**config.mk**
```make
export PLATFORM = sky130hd
export DESIGN_NAME = pipeline_hazard_ctrl_flat
export DESIGN_NICKNAME = d
export VERILOG_FILES = /design/src/rtl/pipeline_hazard_ctrl_if.sv /design/src/rtl/pipeline_hazard_ctrl.sv /design/src/flat_wrapper.sv
export SDC_FILE = /design/constraint.sdc
export NUM_CORES = 1
export LEC_CHECK = 0
export ABC_AREA = 0
export BUFFER_PORTS_ARGS = -buffer_cell sky130_fd_sc_hd__buf_2
export CAP_MARGIN = 20
export CORE_UTILIZATION = 47
export CTS_CLUSTER_SIZE = 28
export DETAILED_ROUTE_END_ITERATION = 7
export PLACE_DENSITY = 0.72
export SETUP_SLACK_MARGIN = 0.05
export SLEW_MARGIN = 10
export SYNTH_ARGS = -nofsm -noshare
export SYNTH_HDL_FRONTEND = slang
export SYNTH_SLANG_ARGS = --single-unit
```
**constraint.sdc**
```tcl
create_clock -name clk -period 1.9 [get_ports clk]
set_input_delay 0.095 -clock clk [delete_from_list [all_inputs] [get_ports clk]]
set_output_delay 0.095 -clock clk [all_outputs]
set_load 0.02 [all_outputs]
```
**src/rtl/pipeline_hazard_ctrl_if.sv**
```systemverilog
`default_nettype none
// ============================================================================
//  Module   : pipeline_hazard_ctrl_if
//  Brief    : Hazard-controller signal bundle. It carries the pipeline hazard
//             inputs, the data-memory handshake and the stall/flush controls.
//  Revision : 1.0  initial release
// ============================================================================
interface pipeline_hazard_ctrl_if;
  logic       memRead_ID_EX;
  logic [4:0] rd_ID_EX;
  logic [4:0] rs1_IF_ID;
  logic [4:0] rs2_IF_ID;
  logic       useRs1_IF_ID;
  logic       useRs2_IF_ID;
  logic       redirect_EX;
  logic       memRead_EX_MEM;
  logic       memWrite_EX_MEM;
  logic       dmem_ready;
  logic       dmem_req;
  logic       stall_PC;
  logic       stall_IF_ID;
  logic       stall_ID_EX;
  logic       stall_EX_MEM;
  logic       flush_IF_ID;
  logic       flush_ID_EX;
  logic       flush_MEM_WB;
  logic       mem_err;

  // Hazard controller side: consumes hazard information and drives controls.
  modport master (
    input  memRead_ID_EX, rd_ID_EX, rs1_IF_ID, rs2_IF_ID,
           useRs1_IF_ID, useRs2_IF_ID, redirect_EX,
           memRead_EX_MEM, memWrite_EX_MEM, dmem_ready,
    output dmem_req, stall_PC, stall_IF_ID, stall_ID_EX, stall_EX_MEM,
           flush_IF_ID, flush_ID_EX, flush_MEM_WB, mem_err
  );

  // Pipeline and data-memory side.
  modport slave (
    output memRead_ID_EX, rd_ID_EX, rs1_IF_ID, rs2_IF_ID,
           useRs1_IF_ID, useRs2_IF_ID, redirect_EX,
           memRead_EX_MEM, memWrite_EX_MEM, dmem_ready,
    input  dmem_req, stall_PC, stall_IF_ID, stall_ID_EX, stall_EX_MEM,
           flush_IF_ID, flush_ID_EX, flush_MEM_WB, mem_err
  );
endinterface
`default_nettype wire

```
**src/rtl/pipeline_hazard_ctrl.sv**
```systemverilog
`default_nettype none
// ============================================================================
//  Module   : pipeline_hazard_ctrl
//  Brief    : Stall/flush sequencer for the 5-stage pipeline registers.
//             Handles load-use hazards, EX redirects and multi-cycle data
//             memory accesses (with timeout), and counts stall cycles.
//  Revision : 1.0  initial release
// ============================================================================
module pipeline_hazard_ctrl #(
  parameter int MEM_TIMEOUT = 255,
  parameter int TO_W        = 8,
  parameter int CNT_W       = 32
) (
  input  wire logic             clk,
  input  wire logic             reset,
  pipeline_hazard_ctrl_if.master hif,
  output logic [CNT_W-1:0]      stallCycles
);

  typedef enum logic [0:0] {
    RUN      = 1'b0,
    MEM_WAIT = 1'b1
  } state_t;

  state_t           state_q, state_d;
  logic [TO_W-1:0]  wait_q, wait_d;
  logic             err_q, err_d;
  logic [CNT_W-1:0] stall_cnt_q, stall_cnt_d;

  logic mem_acc;
  logic req_raw;
  logic timeout_now;
  logic mem_stall;
  logic load_use;

  // Hazard detection terms shared by the FSM and the output decode.
  always_comb begin
    mem_acc     = hif.memRead_EX_MEM | hif.memWrite_EX_MEM;
    req_raw     = (state_q == MEM_WAIT) | mem_acc;
    timeout_now = (state_q == MEM_WAIT) & ~hif.dmem_ready
                  & (wait_q == TO_W'(MEM_TIMEOUT));
    mem_stall   = req_raw & ~hif.dmem_ready & ~timeout_now;
    load_use    = hif.memRead_ID_EX & (hif.rd_ID_EX != 5'd0)
                  & ((hif.useRs1_IF_ID & (hif.rs1_IF_ID == hif.rd_ID_EX))
                   | (hif.useRs2_IF_ID & (hif.rs2_IF_ID == hif.rd_ID_EX)));
  end

  // State, wait counter, error flag and stall counter registers.
  always_ff @(posedge clk or negedge reset) begin
    if (!reset) begin
      state_q     <= RUN;
      wait_q      <= '0;
      err_q       <= 1'b0;
      stall_cnt_q <= '0;
    end else begin
      state_q     <= state_d;
      wait_q      <= wait_d;
      err_q       <= err_d;
      stall_cnt_q <= stall_cnt_d;
    end
  end

  // Memory handshake FSM; the stall counter follows the ungated stall term
  // since it is held in reset whenever the outputs are forced low.
  always_comb begin
    state_d     = state_q;
    wait_d      = wait_q;
    err_d       = err_q;
    stall_cnt_d = stall_cnt_q;
    unique case (state_q)
      RUN: begin
        if (mem_acc && !hif.dmem_ready) begin
          state_d = MEM_WAIT;
          wait_d  = TO_W'(1);
        end
      end
      MEM_WAIT: begin
        if (hif.dmem_ready) begin
          state_d = RUN;
          wait_d  = '0;
        end else if (timeout_now) begin
          state_d = RUN;
          wait_d  = '0;
          err_d   = 1'b1;
        end else begin
          wait_d  = wait_q + TO_W'(1);
        end
      end
      default: begin
        state_d = RUN;
        wait_d  = '0;
      end
    endcase
    // A memory stall and a load-use stall are the only sources of stall_PC.
    if ((mem_stall || (!hif.redirect_EX && load_use)) && (stall_cnt_q != '1)) begin
      stall_cnt_d = stall_cnt_q + CNT_W'(1);
    end
  end

  // Prioritised stall/flush decode; every control is held low during reset.
  always_comb begin
    hif.dmem_req     = 1'b0;
    hif.stall_PC     = 1'b0;
    hif.stall_IF_ID  = 1'b0;
    hif.stall_ID_EX  = 1'b0;
    hif.stall_EX_MEM = 1'b0;
    hif.flush_IF_ID  = 1'b0;
    hif.flush_ID_EX  = 1'b0;
    hif.flush_MEM_WB = 1'b0;
    if (reset) begin
      hif.dmem_req = req_raw;
      if (mem_stall) begin
        hif.stall_PC     = 1'b1;
        hif.stall_IF_ID  = 1'b1;
        hif.stall_ID_EX  = 1'b1;
        hif.stall_EX_MEM = 1'b1;
        hif.flush_MEM_WB = 1'b1;
      end else if (hif.redirect_EX) begin
        hif.flush_IF_ID  = 1'b1;
        hif.flush_ID_EX  = 1'b1;
      end else if (load_use) begin
        hif.stall_PC     = 1'b1;
        hif.stall_IF_ID  = 1'b1;
        hif.flush_ID_EX  = 1'b1;
      end
    end
  end

  assign hif.mem_err  = err_q;
  assign stallCycles  = stall_cnt_q;

endmodule
`default_nettype wire

```
**src/flat_wrapper.sv**
```systemverilog
// flat-port wrapper written by rule: the top's interface ports become plain ports
module pipeline_hazard_ctrl_flat 
#(
  parameter int MEM_TIMEOUT = 255,
  parameter int TO_W        = 8,
  parameter int CNT_W       = 32
)
  (clk, reset, stallCycles, hif_memRead_ID_EX, hif_rd_ID_EX, hif_rs1_IF_ID, hif_rs2_IF_ID, hif_useRs1_IF_ID, hif_useRs2_IF_ID, hif_redirect_EX, hif_memRead_EX_MEM, hif_memWrite_EX_MEM, hif_dmem_ready, hif_dmem_req, hif_stall_PC, hif_stall_IF_ID, hif_stall_ID_EX, hif_stall_EX_MEM, hif_flush_IF_ID, hif_flush_ID_EX, hif_flush_MEM_WB, hif_mem_err);
  pipeline_hazard_ctrl_if hif_i ();
  input  wire logic clk;
  input  wire logic reset;
  output logic [CNT_W-1:0] stallCycles;
  input wire logic [$bits(hif_i.memRead_ID_EX)-1:0] hif_memRead_ID_EX;
  input wire logic [$bits(hif_i.rd_ID_EX)-1:0] hif_rd_ID_EX;
  input wire logic [$bits(hif_i.rs1_IF_ID)-1:0] hif_rs1_IF_ID;
  input wire logic [$bits(hif_i.rs2_IF_ID)-1:0] hif_rs2_IF_ID;
  input wire logic [$bits(hif_i.useRs1_IF_ID)-1:0] hif_useRs1_IF_ID;
  input wire logic [$bits(hif_i.useRs2_IF_ID)-1:0] hif_useRs2_IF_ID;
  input wire logic [$bits(hif_i.redirect_EX)-1:0] hif_redirect_EX;
  input wire logic [$bits(hif_i.memRead_EX_MEM)-1:0] hif_memRead_EX_MEM;
  input wire logic [$bits(hif_i.memWrite_EX_MEM)-1:0] hif_memWrite_EX_MEM;
  input wire logic [$bits(hif_i.dmem_ready)-1:0] hif_dmem_ready;
  output wire logic [$bits(hif_i.dmem_req)-1:0] hif_dmem_req;
  output wire logic [$bits(hif_i.stall_PC)-1:0] hif_stall_PC;
  output wire logic [$bits(hif_i.stall_IF_ID)-1:0] hif_stall_IF_ID;
  output wire logic [$bits(hif_i.stall_ID_EX)-1:0] hif_stall_ID_EX;
  output wire logic [$bits(hif_i.stall_EX_MEM)-1:0] hif_stall_EX_MEM;
  output wire logic [$bits(hif_i.flush_IF_ID)-1:0] hif_flush_IF_ID;
  output wire logic [$bits(hif_i.flush_ID_EX)-1:0] hif_flush_ID_EX;
  output wire logic [$bits(hif_i.flush_MEM_WB)-1:0] hif_flush_MEM_WB;
  output wire logic [$bits(hif_i.mem_err)-1:0] hif_mem_err;
  assign hif_i.memRead_ID_EX = hif_memRead_ID_EX;
  assign hif_i.rd_ID_EX = hif_rd_ID_EX;
  assign hif_i.rs1_IF_ID = hif_rs1_IF_ID;
  assign hif_i.rs2_IF_ID = hif_rs2_IF_ID;
  assign hif_i.useRs1_IF_ID = hif_useRs1_IF_ID;
  assign hif_i.useRs2_IF_ID = hif_useRs2_IF_ID;
  assign hif_i.redirect_EX = hif_redirect_EX;
  assign hif_i.memRead_EX_MEM = hif_memRead_EX_MEM;
  assign hif_i.memWrite_EX_MEM = hif_memWrite_EX_MEM;
  assign hif_i.dmem_ready = hif_dmem_ready;
  assign hif_dmem_req = hif_i.dmem_req;
  assign hif_stall_PC = hif_i.stall_PC;
  assign hif_stall_IF_ID = hif_i.stall_IF_ID;
  assign hif_stall_ID_EX = hif_i.stall_ID_EX;
  assign hif_stall_EX_MEM = hif_i.stall_EX_MEM;
  assign hif_flush_IF_ID = hif_i.flush_IF_ID;
  assign hif_flush_ID_EX = hif_i.flush_ID_EX;
  assign hif_flush_MEM_WB = hif_i.flush_MEM_WB;
  assign hif_mem_err = hif_i.mem_err;
  pipeline_hazard_ctrl #(.MEM_TIMEOUT(MEM_TIMEOUT), .TO_W(TO_W), .CNT_W(CNT_W)) u_core (.clk(clk), .reset(reset), .hif(hif_i), .stallCycles(stallCycles));
endmodule
```
[Word level (Yosys, flattened, before mapping)]
Cells that the tools add are included.
Widths: inputs -> output; s select.
Word-level totals
  register bits after elaboration: 42
  bits of input ports: 24
  output and inout port bits: 41
  logic and storage cells: 54
Operators by class
  add/sub/neg operators: 2
  eq/ne operators: 5
  mux-type cells: 21
  bitwise operators: 14
  reduce and logical (&&, ||, !) cells: 8
Operators with widths (number)
  $add 32x1->32 const B: 1
  $ne 32x32->1 const B: 1
  $mux 8: 3
  $mux 1: 16
  $pmux 8 s2: 1
  $eq 5x5->1: 2
  $add 8x1->8 const B: 1
  $and 1x1->1: 8
  $eq 8x8->1 const B: 1
  $reduce_bool 5->1: 1
  $logic_and 1x1->1: 3
  $not 1->1: 3
  $or 1x1->1: 3
  $reduce_and 3->1: 1
  $logic_not 1->1: 2
  $ne 2x1->1 const B: 1
  $pmux 1 s2: 1
  $logic_or 1x1->1: 1

[Logic depth before layout (Yosys ltp)]
  word-level depth: 8
  gate-level depth with buffers: 12
  gate-level depth less buffers: 10

[Worst setup path before layout]
OpenSTA, ideal clock, no wires.
  path type: reg2reg
  start: register u_core.stall_cnt_q[0] (netlist: u_core.stallCycles[0])
  end: register u_core.stall_cnt_q[1] (netlist: u_core.stallCycles[1])
  library setup time: 127 ps
  arrival: 1967 ps
  required time: 1773 ps
  setup slack: -194 ps
  cell stages (with the launch flop): 9
  path buffers: 1
  period minus slack after synthesis: 2094 ps
  cells stage by stage: dfrtp_1 ha_1 nand3_1 nor3_4 nand3_1 nor3_2 nor2_1 buf_6 mux2_1
On the way
  longest elaborated chain between the ends: 2
  elaborated cells between the ends (all ways): 3
  those cells by class: add/sub (1); eq/ne (1); reduce/logical (1)
Ends and longest elaborated chain
  from (decl): line pipeline_hazard_ctrl.sv:28  | logic [CNT_W-1:0] stall_cnt_q, stall_cnt_d;
  from (signal assigned): line pipeline_hazard_ctrl.sv:59  | stall_cnt_q <= stall_cnt_d;
  branches (longest 2 deep; another with $add 32x1->32)
Parallel ways; which one is timed is not known.
A chain may end at the register's enable or synchronous reset.

[Final worst setup path]
  start: register u_core.wait_q[1]
  end: output hif_stall_IF_ID
On the way
  longest elaborated chain between the ends: 6
Ends and longest elaborated chain
  from (decl): line pipeline_hazard_ctrl.sv:26  | logic [TO_W-1:0] wait_q, wait_d;
  from (signal assigned): line pipeline_hazard_ctrl.sv:57  | wait_q <= wait_d;
  $eq 8x8->1: line pipeline_hazard_ctrl.sv:41  | & (wait_q == TO_W'(MEM_TIMEOUT));
  $and 1x1->1: line pipeline_hazard_ctrl.sv:41
  $not 1->1: line pipeline_hazard_ctrl.sv:42  | mem_stall = req_raw & ~hif.dmem_ready & ~timeout_now;
  $and 1x1->1: line pipeline_hazard_ctrl.sv:42
  $mux 1: line pipeline_hazard_ctrl.sv:112  | if (mem_stall) begin
  $mux 1: line pipeline_hazard_ctrl.sv:110  | if (reset) begin
  to (decl): line flat_wrapper.sv:25  | output wire logic [$bits(hif_i.stall_IF_ID)-1:0] hif_stall_IF_ID;
No other way between the ends.

==> metrics.cfg <==
[sta]
slew_viol_final=0
setup_tns_ns=-0.354
rsz0062_at_grt=true
setup_viol=16
timing.hold.ws_ns=0.136
max_freq_mhz=507
slew_headroom_pct=71.9
fin_crit_sh_pct=104
worst_slack_ns=-0.0719
clock_skew_ns=0.00610
hold_viol_final=0
period_needed_ns=1.97
worst_pin_slew_ns=0.420

[pwr]
seqPwrFrac_pct=46.9
powerDensity_nw_per_um2=751
sw_frac_of_total_pct=32.5
clock_power_share_pct=25.0
leakage_nw=1.54
power.internal_mw=1.60
power_frac_comb_pct=28.1
vdd_drop_max_mv=0.788
p_switching_mw=0.771

[route]
vias=2029
remaining_drc_errors=3
drt_iter0_markers=154
wire_per_inst_microns=14.3
top_layer_used=met4
dr.pass1.iters=8
wl_met2_microns=2720
viasPerCell=5.35
drtAntennaViolNets=0
wirelength_microns=5440
wl_met3_microns=192
wl_met1_microns=2410

[synth]
synth_fa_ha_area_share_pct=1.12
synth_nets=246
synth_area_sq_um=2240
synthMuxAreaShare_pct=0.503
ys_seq_elements=42
synthSimpleGateAreaFrac_pct=25.6
synth_xor_area_share_pct=16.4
synth_top_family_by_area=simple AND/OR/NAND/NOR gates
synth_compound_area_share_pct=5.87
synthesis.instances=220
seq_area_frac_synth_pct=47.0
syn_area_per_cell_sq_um=10.2
yosysWarningCount=0
synthDistinctLibCells=39

[die]
core_sq_um=4470
rows=24
initial_core_util_pct=50.0
die_area_sq_um=5040
num_io_pins=65
die_w_microns=71.0
die_h_microns=71.0

[worst_setup_path]
critPathArrivalTime_ns=1.88
cp_max_fo=2
required_ns=1.80
cp-start-kind=flip-flop
cp_slowest_cell=dfrtp_1
slowest_delay_ns=0.36
worstSetupPathType=flip-flop to output pin
crit_chain=ha_2 -> nand4_1 -> nor2_2 -> nor2_2 -> nand2_2 -> inv_2 -> a21oi_4 -> buf_6 -> and2b_2 -> buf_6
end_kind=output pin

[grt]
grt_usage_pct=22.4
grt_max_degree=28
antenna_found_initial=0
grt_pass1_wl_microns=8720
grt_overflow=0
grt_pass1_vias=1889

[final_layout]
final_nets=352
area_growth_pct=41.1
drive_gt1_share_pct=45.9
diodes=0
final_util_pct=70.5
multi_input_area_sq_um=1230
seq_area_sq_um=1060
n_fill_cell=345

[placement]
io_buffers=64
place_hpwl_microns=3670
routabilityCongestion=0.873

[run_status]
failed_checks=DRC, setup timing
status=finished with violations

[clocking]
clock_latency_ns=0.30
cts_tree=built
clock_path_buffers=2
cts-root-buf=clkbuf_8
numCtsBuffers=5
cts_htree_levels=2
cts.sinks=42
clk_pin_slew_ns=0.07

[worst_hold_path]
hold_path.class=input port to flip-flop

[job]
cap_violations=0

state kept, by name, indices dropped and copies added (netlist names):
name / count
u_core.hif.mem_err: 1
u_core.stallCycles: 32
u_core.state_q: 1
u_core.wait_q: 8
cells in the final DEF, fill, tap and decap left out, types with 3 or more instances in the layout:
master    instances
buf_2            60
xnor2_1          39
dfrtp_1          37
buf_4            36
nand4_1          21
nor2_1           14
and3_1           10
buf_6            10
nand2_1           9
nand3_1           8
o21ai_0           8
nand2_2           7
clkbuf_8          6
o21ai_1           5
nand3_2           5
dfrtp_2           5
inv_1             4
nor3_4            3
xor2_1            3
cell usage after synthesis:
library cell	count	area share (%)
nand3_2	3	1.3
o21ai_1	1	0.22
and2_1	2	0.56
buf_4	3	1.0
nor3b_1	1	0.34
o211a_1	1	0.45
or3_1	2	0.56
o21ai_0	12	2.7
nand4_1	21	5.9
nor3_1	2	0.45
dfrtp_1	42	47
nand2_1	13	2.2
a22o_1	1	0.39
and2b_1	2	0.67
nand2b_1	1	0.28
ha_1	2	1.1
inv_1	5	0.84
nor3_4	1	0.73
and3_1	11	3.1
and4_1	2	0.78
or4_1	1	0.34
clkbuf_1	1	0.17
nor2b_1	2	0.56
a31oi_1	1	0.28
nor2_1	17	2.9
buf_2	2	0.45
o31a_1	1	0.39
nor3_2	2	0.89
xor2_1	3	1.2
a41o_1	1	0.45
mux2_1	1	0.50
o21bai_1	1	0.34
xnor2_1	39	15
a21oi_2	1	0.39
o22ai_1	1	0.28
nand4_2	1	0.56
nand2_2	4	1.1
buf_6	2	1.0
nand3_1	11	2.5
kinds of logic after synthesis:
kind of cell / after synthesis
simple gates: 99
flops: 42
mux: 1
xor+xnor: 42
compound gates: 21
fa+ha+maj: 2
buf+inv: 13
critical path: cells and delay by family (launching register included):
family | cells | cell delay, ns
adder cells (fa/ha/maj) | 1 | 0.18
AND/OR/NAND/NOR | 5 | 0.60
buffers and inverters | 3 | 0.29
flip-flops | 1 | 0.36
AO/OA/AOI/OAI | 1 | 0.13
layout make-up:
class	count	area share, %
Timing Repair Buffer	107	22.0
Sequential cell	42	33.5
Multi-Input combinational cell	165	39.0
Tap cell	52	2.06
Clock inverter	1	0.159
Clock buffer	7	2.74
Inverter	5	0.595
path summary, 6_finish.rpt:
check / from / to / slack [ns] / depth (start not counted)
max: u_core.wait_q[1] / hif_stall_IF_ID / -0.07 / 10
min: hif_dmem_ready / u_core.state_q / 0.14 / 4
max reg2reg: u_core.wait_q[1] / u_core.stallCycles[1] / -0.06 / 11
min reg2reg: u_core.stallCycles[23] / u_core.stallCycles[23] / 0.49 / 1
max in group asynchronous: reset / u_core.stallCycles[27] / 1.27 / 3
min in group asynchronous: reset / u_core.state_q / 0.32 / 3
stage by stage:
| stage | instance area [sq um] | power [mW] | std cells | setup WS (ns) |
|---|---|---|---|---|
| detailed placement | 2810 | 1.67 | 354 | -0.0283 |
| global placement | 2810 | 1.65 | 354 | 0.0492 |
| global route | 3160 | 2.49 | 379 | -0.173 |
| finish | 3160 | 2.37 | 379 | -0.0719 |
| CTS | 3020 | 2.30 | 372 | -0.0895 |
| floorplan | 2290 | 1.45 | 220 | -0.0381 |
repair_timing:
action,CTS,global route
hold buffers,1,0
setup endpoints to repair,19,37
pin swaps,3,14
buffers inserted,9,7
gates cloned,0,2
hold endpoints to repair,42,0
resized for setup,14,25
per-layer routing:
metal  GRT usage [%]  up-vias
li1                -      985
met1            28.6      983
met2            36.4       50
met3            5.13       11
met4            10.0        0
met5               0        -
power by group through the flow:
stage,logic (mW),clock network (mW),registers [mW]
floorplan,0.242,0,1.21
global placement,0.518,0,1.13
detailed placement,0.537,0,1.14
CTS,0.590,0.603,1.11
global route,0.720,0.646,1.13
finish,0.665,0.594,1.11
Note: power is estimated with default switching activity, not from simulation.
